## src/rtl/issue_pair_if.sv

```systemverilog
// Front-end to dual-issue handshake bundle: instruction stream in, issue pair out.
interface issue_pair_if;
  logic        in_valid;
  logic [31:0] in_instr;
  logic        in_ready;
  logic        flush;
  logic        out_ready;
  logic        out_valid;
  logic [31:0] instr0;
  logic [31:0] instr1;
  logic [5:0]  opcode;
  logic [5:0]  opcode1;

  modport master (
    output in_valid, in_instr, flush, out_ready,
    input  in_ready, out_valid, instr0, instr1, opcode, opcode1
  );

  modport slave (
    input  in_valid, in_instr, flush, out_ready,
    output in_ready, out_valid, instr0, instr1, opcode, opcode1
  );
endinterface

```

## src/rtl/issue_pair.sv

```systemverilog
// 4-entry instruction buffer feeding an ALU-slot / MEM-slot issue pair register.
// Define ISSUE_RAW_CHECK_EN to stop pairing when slot 1 reads slot 0's destination.
module issue_pair (
  input  logic         clk,
  input  logic         rst_n,
  issue_pair_if.slave  bus
);
  localparam logic [31:0] NOP = 32'h0000_0000;

  logic [31:0] mem_q [4];
  logic [1:0]  wr_ptr_q, wr_ptr_d;
  logic [1:0]  rd_ptr_q, rd_ptr_d;
  logic [2:0]  count_q, count_d;
  logic        out_valid_q, out_valid_d;
  logic [31:0] instr0_q, instr0_d;
  logic [31:0] instr1_q, instr1_d;

  logic        push, load, hazard;
  logic [1:0]  pops;
  logic [31:0] head, nxt;

  function automatic logic is_mem(input logic [5:0] op);
    return (op == 6'b100011) || (op == 6'b101011);
  endfunction

  assign bus.in_ready  = (count_q < 3'd4);
  assign bus.out_valid = out_valid_q;
  assign bus.instr0    = instr0_q;
  assign bus.instr1    = instr1_q;
  assign bus.opcode    = instr0_q[31:26];
  assign bus.opcode1   = instr1_q[31:26];

  assign push = bus.in_valid && bus.in_ready;
  assign load = (!out_valid_q || bus.out_ready) && (count_q != 3'd0);
  assign head = mem_q[rd_ptr_q];
  assign nxt  = mem_q[rd_ptr_q + 2'd1];

`ifdef ISSUE_RAW_CHECK_EN
  logic [4:0] dest0;
  always_comb begin
    dest0 = 5'd0;
    if (head[31:26] == 6'b000000 && head[5:0] == 6'b100000) dest0 = head[15:11];
    else if (head[31:26] == 6'b001000)                      dest0 = head[20:16];
  end
  // Base, sw data and lw dest all live in the same two fields of a MEM op.
  assign hazard = (dest0 != 5'd0) && ((dest0 == nxt[25:21]) || (dest0 == nxt[20:16]));
`else
  assign hazard = 1'b0;
`endif

  always_comb begin
    pops        = 2'd0;
    instr0_d    = instr0_q;
    instr1_d    = instr1_q;
    out_valid_d = out_valid_q;
    if (load) begin
      out_valid_d = 1'b1;
      if (is_mem(head[31:26])) begin
        instr0_d = NOP;
        instr1_d = head;
        pops     = 2'd1;
      end else if (count_q >= 3'd2 && is_mem(nxt[31:26]) && !hazard) begin
        instr0_d = head;
        instr1_d = nxt;
        pops     = 2'd2;
      end else begin
        instr0_d = head;
        instr1_d = NOP;
        pops     = 2'd1;
      end
    end else if (bus.out_ready) begin
      out_valid_d = 1'b0;
    end

    rd_ptr_d = rd_ptr_q + pops;
    wr_ptr_d = wr_ptr_q + {1'b0, push};
    count_d  = count_q + {2'b00, push} - {1'b0, pops};

    // Taken branch: drop everything, including this cycle's push and load.
    if (bus.flush) begin
      rd_ptr_d    = 2'd0;
      wr_ptr_d    = 2'd0;
      count_d     = 3'd0;
      out_valid_d = 1'b0;
      instr0_d    = instr0_q;
      instr1_d    = instr1_q;
    end
  end

  always_ff @(posedge clk or negedge rst_n) begin
    if (!rst_n) begin
      wr_ptr_q    <= 2'd0;
      rd_ptr_q    <= 2'd0;
      count_q     <= 3'd0;
      out_valid_q <= 1'b0;
      instr0_q    <= NOP;
      instr1_q    <= NOP;
    end else begin
      wr_ptr_q    <= wr_ptr_d;
      rd_ptr_q    <= rd_ptr_d;
      count_q     <= count_d;
      out_valid_q <= out_valid_d;
      instr0_q    <= instr0_d;
      instr1_q    <= instr1_d;
    end
  end

  // Storage needs no reset; occupancy is tracked by count_q alone.
  always_ff @(posedge clk) begin
    if (push && !bus.flush) mem_q[wr_ptr_q] <= bus.in_instr;
  end
endmodule

```

## src/flat_wrapper.sv

```systemverilog
// flat-port wrapper written by rule: the top's interface ports become plain ports
module issue_pair_flat 
  (clk, rst_n, bus_in_valid, bus_in_instr, bus_flush, bus_out_ready, bus_in_ready, bus_out_valid, bus_instr0, bus_instr1, bus_opcode, bus_opcode1);
  issue_pair_if bus_i ();
  input  logic clk;
  input  logic rst_n;
  input wire logic [$bits(bus_i.in_valid)-1:0] bus_in_valid;
  input wire logic [$bits(bus_i.in_instr)-1:0] bus_in_instr;
  input wire logic [$bits(bus_i.flush)-1:0] bus_flush;
  input wire logic [$bits(bus_i.out_ready)-1:0] bus_out_ready;
  output wire logic [$bits(bus_i.in_ready)-1:0] bus_in_ready;
  output wire logic [$bits(bus_i.out_valid)-1:0] bus_out_valid;
  output wire logic [$bits(bus_i.instr0)-1:0] bus_instr0;
  output wire logic [$bits(bus_i.instr1)-1:0] bus_instr1;
  output wire logic [$bits(bus_i.opcode)-1:0] bus_opcode;
  output wire logic [$bits(bus_i.opcode1)-1:0] bus_opcode1;
  assign bus_i.in_valid = bus_in_valid;
  assign bus_i.in_instr = bus_in_instr;
  assign bus_i.flush = bus_flush;
  assign bus_i.out_ready = bus_out_ready;
  assign bus_in_ready = bus_i.in_ready;
  assign bus_out_valid = bus_i.out_valid;
  assign bus_instr0 = bus_i.instr0;
  assign bus_instr1 = bus_i.instr1;
  assign bus_opcode = bus_i.opcode;
  assign bus_opcode1 = bus_i.opcode1;
  issue_pair u_core (.clk(clk), .rst_n(rst_n), .bus(bus_i));
endmodule
```

## config.mk

```make
export PLATFORM = sky130hd
export DESIGN_NAME = issue_pair_flat
export DESIGN_NICKNAME = d
export VERILOG_FILES = /design/src/rtl/issue_pair_if.sv /design/src/rtl/issue_pair.sv /design/src/flat_wrapper.sv
export SDC_FILE = /design/constraint.sdc
export NUM_CORES = 1
export LEC_CHECK = 0
export ABC_AREA = 1
export ABC_CLOCK_PERIOD_IN_PS = 4450
export BUFFER_PORTS_ARGS = -buffer_cell sky130_fd_sc_hd__buf_2
export CAP_MARGIN = 20
export CORE_MARGIN = 2
export CORE_UTILIZATION = 40
export DETAILED_ROUTE_END_ITERATION = 10
export GPL_TIMING_DRIVEN = 1
export SYNTH_ARGS = -nofsm -noshare
export SYNTH_HDL_FRONTEND = slang
export SYNTH_SLANG_ARGS = --single-unit
```

## constraint.sdc

```tcl
create_clock -name clk -period 4.45 [get_ports clk]
set_input_delay 0.89 -clock clk [delete_from_list [all_inputs] [get_ports clk]]
set_output_delay 0.89 -clock clk [all_outputs]
set_load 0.05 [all_outputs]
```

==> metrics.md, run 1 <==
| Metric | Value |
|---|---|
| Max VDD drop | `between 0.0002 and 0.0003 V` |
| Clk Tree Root Cell | `clkbuf_16` |
| Top cell by count, worst path | `nand2_1` |
| # hold bufs at CTS | `0` |
| Skew final | `0.0109 ns` |
| Critical Path Source | `u_core.rd_ptr_q[1]$_DFF_PN0_` |
| DRT Wirelength | `~22000 um` |
| Status | `completed` |
| F_max | `about 310 MHz` |
| Critical path class | `reg2reg` |
| WP depth | `15` |
| Clk_lat worst skew | `approximately 0.44 ns` |
| Sink Count | `200` |
| Number of synthesized flops with an enable pin | `between 100 and 150` |
| Vias | `6521` |
| 1st-iter DRT viols | `443` |
| CP startpoint kind | `flip-flop` |
| DP Area | `between 9000 and 10000 sq um` |
| Critical path arrival | `roughly 3.6 ns` |
| Synth area leader | `edfxtp_1` |
| DRT Pass-1 Iters | `5` |
| Finished layout cell area | `a little over 10000 sq um` |
| Ys async rst share | `between 30% and 40%` |
| Fin crit share | `just over 70%` |
| Most common cell in the netlist | `nand2_1` |
| Synth top area share | `42.6%` |
| H-Tree Depth | `4` |
| Delay-heaviest family, CP | `simple AND/OR/NAND/NOR gates` |
| Synth warnings | `0` |
| Num CTS Buffers | `17` |
| PD cells | `approximately 700 nW/um^2` |
| GRT Residual Overflow | `0` |
| P&R area growth vs syn | `13.1%` |
| Syn nets | `907` |
| Yosys reg bits | `200` |
| Initial Util | `41.1%` |
| Via/cell ratio | `5.26` |
| Vias in the first global route | `roughly 6200` |
| Worst reg2reg path startpoint | `u_core.rd_ptr_q[1]$_DFF_PN0_` |
| Critical path, cell by cell | `buf_4 -> nand2_1 -> nand2_1 -> nand2_1 -> nand2_1 -> nand2_1 -> nor2_2 -> nand3_2 -> nand2_2 -> xor2_1 -> ha_1 -> inv_1 -> fa_1 -> xor2_1 -> nor2_1` |
| Finish-stage setup viols | `0` |
| Die extent in y | `154 um` |
| Top post-synthesis cells by area | `edfxtp_1 (43%), dfrtp_1 (20%), nand2_1 (9.5%)` |
| Max-cap viol count | `0` |
| Slew @ Worst Pin | `roughly 0.95 ns` |
| Minimum clock period | `approximately 3.2 ns` |
| Sequential area share after synthesis | `about 63%` |
| Initial antenna violation count | `3` |
| Normalized max-slew margin | `between 30% and 40%` |
| Prevailing post-synth register cell | `edfxtp_1` |
| Mean Syn Cell Area | `10.4 sq um` |
| Final Slew Violations | `0` |
| Core box area | `~22000 sq um` |
| Gate Count Post-Synth | `866` |
| DRC violations left | `0` |
| CTS Buffer Depth | `2` |
| Cells on worst reg2reg path | `15` |
| Total Nets Final | `984` |
| DP HPWL | `about 14000 um` |
| Post-CTS Setup Repair Bufs | `0` |
| Buf/Inv on CP | `2` |
| CTS tree | `done` |
| Largest net degree at the start of global routing | `76` |
| PortBufs | `114` |
| Netlist cell types | `33` |
| Crit-path slowest cell | `buf_4` |
| Final Util | `46.4%` |
| Share of layout cells above drive strength 1 | `between 10% and 20%` |
| Worst setup EP type | `flip-flop` |
| Num rows | `54` |
| WL per Instance | `17.8 um` |
| Hold_sp | `u_core.bus.instr0[9]$_DFFE_PN0P_` |
| Worst Path Required | `4.82 ns` |
| Type of the worst min-delay path | `reg2reg` |
| Ports | `approximately 120` |
| Cts repair resizes | `0` |
| Setup TNS | `0 ns` |
| Final hold vios | `0` |
| RSZ-0062 raised after global routing | `false` |
| GP Congestion | `0.794` |
| Pleak | `between 4 and 5 nW` |
| Hold path depth | `2` |
| Largest fanout on the critical path | `75` |
| Global-route usage over all layers | `19.0%` |
| Die area | `roughly 24000 sq um` |
| Slowest stage delay, CP | `around 0.68 ns` |
| Die W | `between 150 and 200 um` |
| Top post-synthesis cells by count | `nand2_1 (229), edfxtp_1 (128), a21oi_1 (84)` |
| ANT nets after route | `0` |
| Mapped Area | `around 9000 sq um` |
| Clock Pin Slew Worst Setup and Hold Paths | `0.07 ns` |
| Global-route wire length before repair | `between 30000 and 40000 um` |
[sequential cells by signal, indices dropped and copies added (netlist names)]
signal                count
u_core.bus.instr0        32
u_core.bus.instr1        32
u_core.bus.out_valid      1
u_core.count_q            3
u_core.mem_q            128
u_core.rd_ptr_q           2
u_core.wr_ptr_q           2
[through the flow]
step	power (W)	hold slack, ns	cells	worst slack [ns]
3_3_place_gp	0.00567	0.461	1204	1.32
4_1_cts	0.00720	0.481	1236	1.28
3_5_place_dp	0.00571	0.462	1204	1.28
5_1_grt	0.00761	0.499	1236	0.950
2_1_floorplan	0.00506	0.479	866	0.595
6_report	0.00717	0.476	1239	1.26
[layout by cell type (no fill, tap or decap), drive strengths merged]
master    instances
buf             130
ha                3
nor3              4
nor2             43
edfxtp          128
o21bai           12
a21oi            85
clkinvlp          2
o21ai            60
inv              34
nand2           233
nand3            42
clkinv            5
o211ai           41
nand4             1
fa                1
diode             3
clkbuf           21
xor2              2
xnor2             2
bufinv            2
a22oi            27
dfrtp            72
o31ai             5
or2               1
[worst paths after layout]
kind,endpoint,slack [ns]
worst min register to register,u_core.bus.instr0[9]$_DFFE_PN0P_,0.48
max in group asynchronous,u_core.rd_ptr_q[1]$_DFF_PN0_,3.17
min in group asynchronous,u_core.bus.instr0[18]$_DFFE_PN0P_,0.58
worst min-delay path,u_core.bus.instr0[9]$_DFFE_PN0P_,0.48
worst max-delay path,u_core.count_q[2]$_DFF_PN0_,1.26
worst max register to register,u_core.count_q[2]$_DFF_PN0_,1.26
[worst reg2reg max path, stage by stage, from the launching register on]
cell and delay (ns):
dfrtp_2 0.55, buf_4 0.68, nand2_1 0.27, nand2_1 0.12, nand2_1 0.05, nand2_1 0.06, nand2_1 0.05, nor2_2 0.11
nand3_2 0.10, nand2_2 0.10, xor2_1 0.15, ha_1 0.16, inv_1 0.05, fa_1 0.43, xor2_1 0.17, nor2_1 0.08
[final cells by class]
| cell class | instances | area (sq um) |
|---|---|---|
| Antenna cell | 3 | 7.51 |
| Tap cell | 280 | 350 |
| Clock buffer | 21 | 440 |
| Multi-Input combinational cell | 562 | 2810 |
| Sequential cell | 200 | 5650 |
| Inverter | 32 | 128 |
| Clock inverter | 11 | 124 |
| Timing Repair Buffer | 130 | 693 |
| Fill cell | 2029 | 11800 |
[report_power, final]
group | switching [W] | internal [W] | leakage (nW)
clock network | 0.000673 | 0.000830 | 0.269
registers | 0.000228 | 0.00229 | 2.11
logic | 0.00236 | 0.000792 | 1.92
[metal layers]
layer,track usage (%),share of wire (%),vias up
met5,0,0.072,-
li1,-,-,3178
met3,4.79,6.7,25
met1,25.0,44,3105
met2,31.3,48,211
met4,5.34,1.4,2
[cell families (layout without fill, tap and decap cells)]
kind of cell | Yosys count | after routing | share of synthesized area, %
xor gates and xnor gates | 4 | 4 | 0.389
DFF | 200 | 200 | 62.6
and+or+nand+nor | 324 | 324 | 14.4
buffers and inverters | 104 | 194 | 6.45
AOI/OAI and AO/OA | 230 | 230 | 15.5
other | 0 | 3 | 0
adders and majority gates | 4 | 4 | 0.638
(Power assumes the default switching activity.)
==> inputs of run 2 (changes only) <==
--- a/config.mk
+++ b/config.mk
@@ -5,8 +5,8 @@
 export SDC_FILE = /design/constraint.sdc
 export NUM_CORES = 1
 export LEC_CHECK = 0
-export ABC_AREA = 1
-export ABC_CLOCK_PERIOD_IN_PS = 4450
+export ABC_AREA = 0
+export ABC_CLOCK_PERIOD_IN_PS = 3350
 export BUFFER_PORTS_ARGS = -buffer_cell sky130_fd_sc_hd__buf_2
 export CAP_MARGIN = 20
 export CORE_MARGIN = 2
==> constraint.sdc (replaced) <==
create_clock -name clk -period 3.35 [get_ports clk]
set_input_delay 0.67 -clock clk [delete_from_list [all_inputs] [get_ports clk]]
set_output_delay 0.67 -clock clk [all_outputs]
set_load 0.05 [all_outputs]
==> metrics.md, run 2 <==
| Metric | Value |
|---|---|
| Ys async rst share | `36.0% (unchanged)` |
| Die extent in y | `152 um (-1.7%)` |
| Clock Pin Slew Worst Setup and Hold Paths | `0.07 ns (about the same)` |
| Placement Setup Slack | `0.224 ns (-1.06 ns)` |
| Num rows | `53 (-1.9%)` |
| Finished layout cell area | `10200 sq um (-0.13%)` |
| Core box area | `21200 sq um (-3.4%)` |
| DP HPWL | `11800 um (-15%)` |
| Fin crit share | `93.0% (+21 points)` |
| Hold slack | `0.382 ns (-0.0938 ns)` |
| Synth area leader | `edfxtp_1` |
| Minimum clock period | `3.11 ns (-0.0770 ns)` |
| Largest reg by FF count | `u_core.mem_q` |
| Top post-synthesis cells by area | `edfxtp_1 (44%), dfrtp_1 (21%), mux4_2 (15%)` |
| Switching share of power | `40.0% (-5.5 points)` |
| Cts repair resizes | `0 (unchanged)` |
| Yosys reg bits | `200 (unchanged)` |
| Via/cell ratio | `5.41 (+2.8%)` |
| DRT Pass-1 Iters | `5 (unchanged)` |
| Slew @ Worst Pin | `0.979 ns (+0.0310 ns)` |
| Clk_lat worst skew | `0.44 ns (about the same)` |
| PD cells | `873 nW/um^2 (+24%)` |
| Reg-to-reg endpoint | `u_core.count_q[2]$_DFF_PN0_` |
| Initial antenna violation count | `1 (-2)` |
| Pleak | `3.94 nW (-8.4%)` |
| Mapped Area | `8710 sq um (-3.4%)` |
| ANT nets after route | `0 (unchanged)` |
| Worst setup EP type | `flip-flop` |
| Finish-stage setup viols | `0 (unchanged)` |
| Global-route wire length before repair | `29300 um (-15%)` |
| Max FFs per register | `128 (unchanged)` |
| Die W | `152 um (-1.7%)` |
| Share of layout cells above drive strength 1 | `35.8% (+17 points)` |
| Final hold vios | `0 (unchanged)` |
| Initial Util | `41.1% (about the same)` |
| Top post-synthesis cells by count | `edfxtp_1 (128), nand2_1 (102), dfrtp_1 (72)` |
| Number of antenna diodes | `0 (-3)` |
| Netlist cell types | `40 (+21%)` |
| Setup slack after layout | `0.236 ns (-1.02 ns)` |
| Sink Count | `200 (unchanged)` |
| Critical path class | `reg2reg` |
| Vias in the first global route | `5348 (-14%)` |
| Clock power frac | `23.5% (+2.5 points)` |
| DRT Wirelength | `18500 um (-16%)` |
| F_max | `321 MHz (+2.5%)` |
| Num CTS Buffers | `17 (unchanged)` |
| Cells on worst reg2reg path | `11 (-4)` |
| Critical path arrival | `3.43 ns (-0.13 ns)` |
| Logic pwr share | `39.4% (-4.6 points)` |
| PortBufs | `114 (unchanged)` |
| Final Power | `0.00889 W (+24%)` |
| Sequential Power Share | `37.0% (+1.9 points)` |
| Total Nets Final | `709 (-28%)` |
| Gate Count Post-Synth | `573 (-34%)` |
| Number of synthesized flops with an enable pin | `128 (unchanged)` |
| Skew final | `0.00931 ns (-0.00157 ns)` |
| CTS tree | `done` |
| Sequential area share after synthesis | `64.8% (+2.2 points)` |
| Commonest non-fill, non-tap cells in the layout | `edfxtp_1 (128), buf_2 (113), nand2_1 (101)` |
| Largest net degree at the start of global routing | `73 (-3.9%)` |
| Worst Path Required | `3.67 ns (-1.15 ns)` |
| Die area | `23000 sq um (-3.3%)` |
| Most common cell in the netlist | `edfxtp_1` |
| Vias | `5174 (-21%)` |
| Prevailing post-synth register cell | `edfxtp_1` |
| Largest fanout on the critical path | `14 (-81%)` |
| Max-cap viol count | `0 (unchanged)` |
| P&R area growth vs syn | `16.9%` |
| Ports | `115 (unchanged)` |
| Clk Tree Root Cell | `clkbuf_16` |
| Post-CTS Setup Repair Bufs | `0 (unchanged)` |
| Int Power | `0.00534 W (+37%)` |
| Worst reg2reg path startpoint | `u_core.rd_ptr_q[1]$_DFF_PN0_` |
| Global-route usage over all layers | `17.1% (-1.9 points)` |
| Type of the worst min-delay path | `in2async` |
| RSZ-0062 raised after global routing | `false` |
| WL per Instance | `19.3 um (+8.5%)` |
| GP Congestion | `0.766 (-3.5%)` |
| Status | `completed` |
| GRT Residual Overflow | `0 (unchanged)` |
| Synth top area share | `44.1% (+1.5 points)` |
| Normalized max-slew margin | `34.7% (-2.1 points)` |
| Syn nets | `614 (-32%)` |
| Synth warnings | `0 (unchanged)` |
| Commonest non-fill, non-tap cell in the layout | `edfxtp_1` |
| Mean Syn Cell Area | `15.2 sq um (+46%)` |
| H-Tree Depth | `4 (unchanged)` |
| DRC violations left | `0 (unchanged)` |
| CTS Buffer Depth | `2 (unchanged)` |
| Setup TNS | `0 ns (unchanged)` |
| Switch Pwr | `0.00355 W (+8.9%)` |
| Final Slew Violations | `0 (unchanged)` |
| 1st-iter DRT viols | `353 (-20%)` |
| CP startpoint kind | `flip-flop` |
| # hold bufs at CTS | `0 (unchanged)` |
| Worst R2R Setup Slack | `0.24 ns (-1.02 ns)` |
| Max VDD drop | `0.000386 V (+41%)` |
| Fillers | `1832 (-9.7%)` |
| DP Area | `9550 sq um (-0.77%)` |
run 2: changes by cell type after synthesis, sizes merged, moves of 17 or more:
cell    before  now
a21oi       85    2
a22oi       27    0
nand3       42   24
nand2      233  102
clkbuf       9   26
o21ai       60   20
mux4         0   59
nor2        43   10
buf         63   27
run 2: critical path: stages, from the launching register on:
cell	delay, ns
dfrtp_4	0.55
mux4_2	0.54
and3b_1	0.22
and2_4	0.16
o21ai_0	0.34
xnor2_1	0.18
ha_1	0.16
inv_1	0.06
fa_1	0.43
xnor2_1	0.18
xnor2_1	0.13
nor2_1	0.05
run 2: per-stage QoR:
stage	std cells	util [%]
6_report	956	48.0
5_1_grt	956	48.0
4_1_cts	955	47.9
3_5_place_dp	923	45.0
3_3_place_gp	923	45.0
2_1_floorplan	573	-
run 2: power groups by stage:
stage	registers [W]	clock network, W	logic [W]
2_1_floorplan	0.00418	0	0.00192
3_3_place_gp	0.00331	0	0.00348
3_5_place_dp	0.00334	0	0.00353
4_1_cts	0.00329	0.00214	0.00353
5_1_grt	0.00335	0.00226	0.00379
6_report	0.00329	0.00209	0.00351
run 2: cells by family (layout without fill, tap and decap cells):
logic type               count (synthesis)  count (layout)  synth area share, %
flip-flops                             200             200                 64.8
AND/OR/NAND/NOR                        175             175                 9.68
buffers and inverters                   70             178                 3.85
multiplexers                            62              62                 15.6
AO/OA/AOI/OAI                           58              58                 5.00
adder cells (fa/ha/maj)                  4               4                0.661
XOR/XNOR                                 4               4                0.402
run 2: worst max path at each step:
stage	start	endpoint	slack, ns	cells after the start
3_3_place_gp	u_core.rd_ptr_q[1]$_DFF_PN0_	u_core.count_q[2]$_DFF_PN0_	0.29	11
5_1_grt	u_core.rd_ptr_q[1]$_DFF_PN0_	u_core.count_q[2]$_DFF_PN0_	0.09	11
4_1_cts	u_core.rd_ptr_q[1]$_DFF_PN0_	u_core.count_q[2]$_DFF_PN0_	0.22	11
3_5_place_dp	u_core.rd_ptr_q[1]$_DFF_PN0_	u_core.count_q[2]$_DFF_PN0_	0.22	11
2_1_floorplan	bus_in_valid	u_core.mem_q[1][0]$_DFFE_PP_	0.43	4
6_report	u_core.rd_ptr_q[1]$_DFF_PN0_	u_core.count_q[2]$_DFF_PN0_	0.24	11
run 2: cell type report:
type,instances,area (sq um),share of cell area [%]
clock buffer,18,450,4.42
clock inverter,14,161,1.58
inverter,17,63.8,0.627
multi-input combinational,303,2780,27.3
sequential,200,5650,55.5
tap,275,344,3.38
timing repair buffer,129,736,7.22
run 2: layer usage:
layer	routed length (um)	global-route usage [%]	share of wire [%]
met5	11	0	0.059
met1	7720	21.2	42
met2	9750	30.5	53
met3	804	3.11	4.3
met4	214	5.14	1.2
==> inputs of run 3 (changes only) <==
--- a/config.mk
+++ b/config.mk
@@ -6,7 +6,7 @@
 export NUM_CORES = 1
 export LEC_CHECK = 0
 export ABC_AREA = 0
-export ABC_CLOCK_PERIOD_IN_PS = 3350
+export ABC_CLOCK_PERIOD_IN_PS = 3600
 export BUFFER_PORTS_ARGS = -buffer_cell sky130_fd_sc_hd__buf_2
 export CAP_MARGIN = 20
 export CORE_MARGIN = 2
==> constraint.sdc (replaced) <==
create_clock -name clk -period 3.6 [get_ports clk]
set_input_delay 0.72 -clock clk [delete_from_list [all_inputs] [get_ports clk]]
set_output_delay 0.72 -clock clk [all_outputs]
set_load 0.05 [all_outputs]
==> metrics.md, run 3 (same netlist as run 2, synthesis figures left out) <==
| Metric | Value |
|---|---|
| Max-cap viol count | `0 (unchanged)` |
| RSZ-0062 raised after global routing | `false` |
| Largest reg by FF count | `u_core.mem_q` |
| Top sig layer | `met5` |
| Setup TNS | `0 ns (unchanged)` |
| Reg-to-reg endpoint | `u_core.count_q[2]$_DFF_PN0_` |
| Largest net degree at the start of global routing | `73 (unchanged)` |
| Sink Count | `200 (unchanged)` |
| GP Congestion | `0.747 (-2.5%)` |
| Worst reg2reg path startpoint | `u_core.rd_ptr_q[1]$_DFF_PN0_` |
| P&R area growth vs syn | `15.9%` |
| ANT nets after route | `0 (unchanged)` |
| Max VDD drop | `0.000337 V (-13%)` |
| Critical path arrival | `3.46 ns (+0.03 ns)` |
| Worst setup EP type | `flip-flop` |
| Delay-heaviest family, CP | `adder cells` |
| Final hold vios | `0 (unchanged)` |
| Cells on worst reg2reg path | `11 (unchanged)` |
| Finish-stage setup viols | `0 (unchanged)` |
| Cts repair resizes | `0 (unchanged)` |
| Clk Tree Root Cell | `clkbuf_16` |
| Num CTS Buffers | `17 (unchanged)` |
| 1st-iter DRT viols | `374 (+5.9%)` |
| PD cells | `799 nW/um^2 (-8.4%)` |
| Initial antenna violation count | `1 (unchanged)` |
| Final Power | `0.00806 W (-9.3%)` |
| Post-CTS Setup Repair Bufs | `0 (unchanged)` |
| Vias in the first global route | `5327 (-0.39%)` |
| Ports | `115 (unchanged)` |
| Crit-path slowest cell | `dfrtp_4` |
| GRT Residual Overflow | `0 (unchanged)` |
| Die W | `152 um (unchanged)` |
| Initial Util | `41.1% (unchanged)` |
| # hold bufs at CTS | `0 (unchanged)` |
| Fillers | `1825 (-0.38%)` |
| Buf/Inv on CP | `1 (unchanged)` |
| Largest fanout on the critical path | `14 (unchanged)` |
| Max FFs per register | `128 (unchanged)` |
| Skew final | `0.0110 ns (+0.00173 ns)` |
| Core box area | `21200 sq um (unchanged)` |
| WL met2 | `9290 um (-4.7%)` |
| F_max | `317 MHz (-1.4%)` |
| Type of the worst min-delay path | `in2async` |
| Area of the multi-input gates | `2780 sq um (unchanged)` |
| Status | `completed` |
| Minimum clock period | `3.16 ns (+0.0443 ns)` |
| Met3 WL | `1020 um (+27%)` |
| Slowest stage delay, CP | `0.54 ns (about the same)` |
| CTS tree | `done` |
| H-Tree Depth | `4 (unchanged)` |
| Share of layout cells above drive strength 1 | `35.5% (-0.29 points)` |
| CP startpoint kind | `flip-flop` |
| Die area | `23000 sq um (unchanged)` |
| DRC violations left | `0 (unchanged)` |
| Die extent in y | `152 um (unchanged)` |
| Clock Pin Slew Worst Setup and Hold Paths | `0.07 ns (about the same)` |
| Normalized max-slew margin | `35.2% (+0.51 points)` |
| Vias | `5138 (-0.70%)` |
| DRT met1 WL | `7720 um (about the same)` |
| Num rows | `53 (unchanged)` |
| PortBufs | `114 (unchanged)` |
| Slew @ Worst Pin | `0.971 ns (-0.00762 ns)` |
| Final Slew Violations | `0 (unchanged)` |
| Global-route usage over all layers | `16.5% (-0.54 points)` |
| Fin crit share | `87.7% (-5.2 points)` |
| WL per Instance | `19.1 um (-1.2%)` |
| Global-route wire length before repair | `28300 um (-3.2%)` |
| Seq. cell area | `5650 sq um (unchanged)` |
| Via/cell ratio | `5.37 (-0.80%)` |
| CTS Buffer Depth | `2 (unchanged)` |
| Hold slack | `0.448 ns (+0.0654 ns)` |
| Pleak | `3.89 nW (-1.1%)` |
| Top cell by count, worst path | `xnor2_1` |
| Total Nets Final | `709 (unchanged)` |
| DP HPWL | `11800 um (-0.53%)` |
| DRT Pass-1 Iters | `4 (-1)` |
| Commonest non-fill, non-tap cells in the layout | `edfxtp_1 (128), buf_2 (113), nand2_1 (101)` |
| Commonest non-fill, non-tap cell in the layout | `edfxtp_1` |
| Worst R2R Setup Slack | `0.44 ns (+0.21 ns)` |
| DRT Wirelength | `18300 um (-1.1%)` |
| Clk_lat worst skew | `0.43 ns (about the same)` |
| Critical path, cell by cell | `mux4_2 -> and3b_1 -> and2_4 -> o21ai_0 -> xnor2_1 -> ha_1 -> inv_1 -> fa_1 -> xnor2_1 -> xnor2_1 -> nor2_1` |
| Worst Path Required | `3.90 ns (+0.23 ns)` |
| Critical path class | `reg2reg` |
-- run 3: changes by cell type in the layout (fill, tap and decap cells not counted) --
cell	change
buf_4	+2
clkinvlp_4	+2
clkbuf_16	-1
clkbuf_1	+2
clkbuf_8	+1
diode_2	+1
clkinv_4	-1
inv_6	-3
inv_4	-1
buf_12	-2
bufinv_16	-2
clkinv_2	+2
inv_8	+1
-- run 3: final cells by class --
class / count / area share [%]
clock inverters: 12 / 0.955
repair buffers: 129 / 7.04
flip-flops and latches: 200 / 56.0
diodes: 1 / 0.0248
well taps: 275 / 3.41
inverters: 17 / 0.632
clock buffers: 20 / 4.43
multi-input cells: 303 / 27.5
-- run 3: worst max-delay path by stage --
stage                                       startpoint                            to  slack (ns)  depth (start not counted)
after floorplan                           bus_in_valid  u_core.mem_q[1][0]$_DFFE_PP_        0.63                          4
after global placement    u_core.rd_ptr_q[1]$_DFF_PN0_   u_core.count_q[2]$_DFF_PN0_        0.53                         12
after detailed placement  u_core.rd_ptr_q[1]$_DFF_PN0_   u_core.count_q[2]$_DFF_PN0_        0.45                         11
after CTS                 u_core.rd_ptr_q[1]$_DFF_PN0_   u_core.count_q[2]$_DFF_PN0_        0.43                         11
after global routing      u_core.rd_ptr_q[1]$_DFF_PN0_   u_core.count_q[2]$_DFF_PN0_        0.25                         11
final                     u_core.rd_ptr_q[1]$_DFF_PN0_   u_core.count_q[2]$_DFF_PN0_        0.44                         11
-- run 3: through the flow --
step	utilization, %	worst slack [ns]	instance area (sq um)	cells
2_1_floorplan	-	0.633	8720	573
3_3_place_gp	44.9	0.531	9530	923
3_5_place_dp	44.9	0.450	9530	923
4_1_cts	47.5	0.429	10100	955
5_1_grt	47.6	0.247	10100	956
6_report	47.6	0.441	10100	957
-- run 3: power breakdown --
part	leakage, nW	switching (W)	internal [W]	total (W)
combinational	1.54	0.00216	0.00106	0.00322
clock	0.252	0.000849	0.000913	0.00176
sequential	2.10	0.000269	0.00282	0.00308
-- run 3: routing by layer --
metal,track usage [%],vias up
li1,-,2347
met1,21.2,2617
met2,28.4,147
met3,3.08,25
met4,5.65,2
met5,0,-
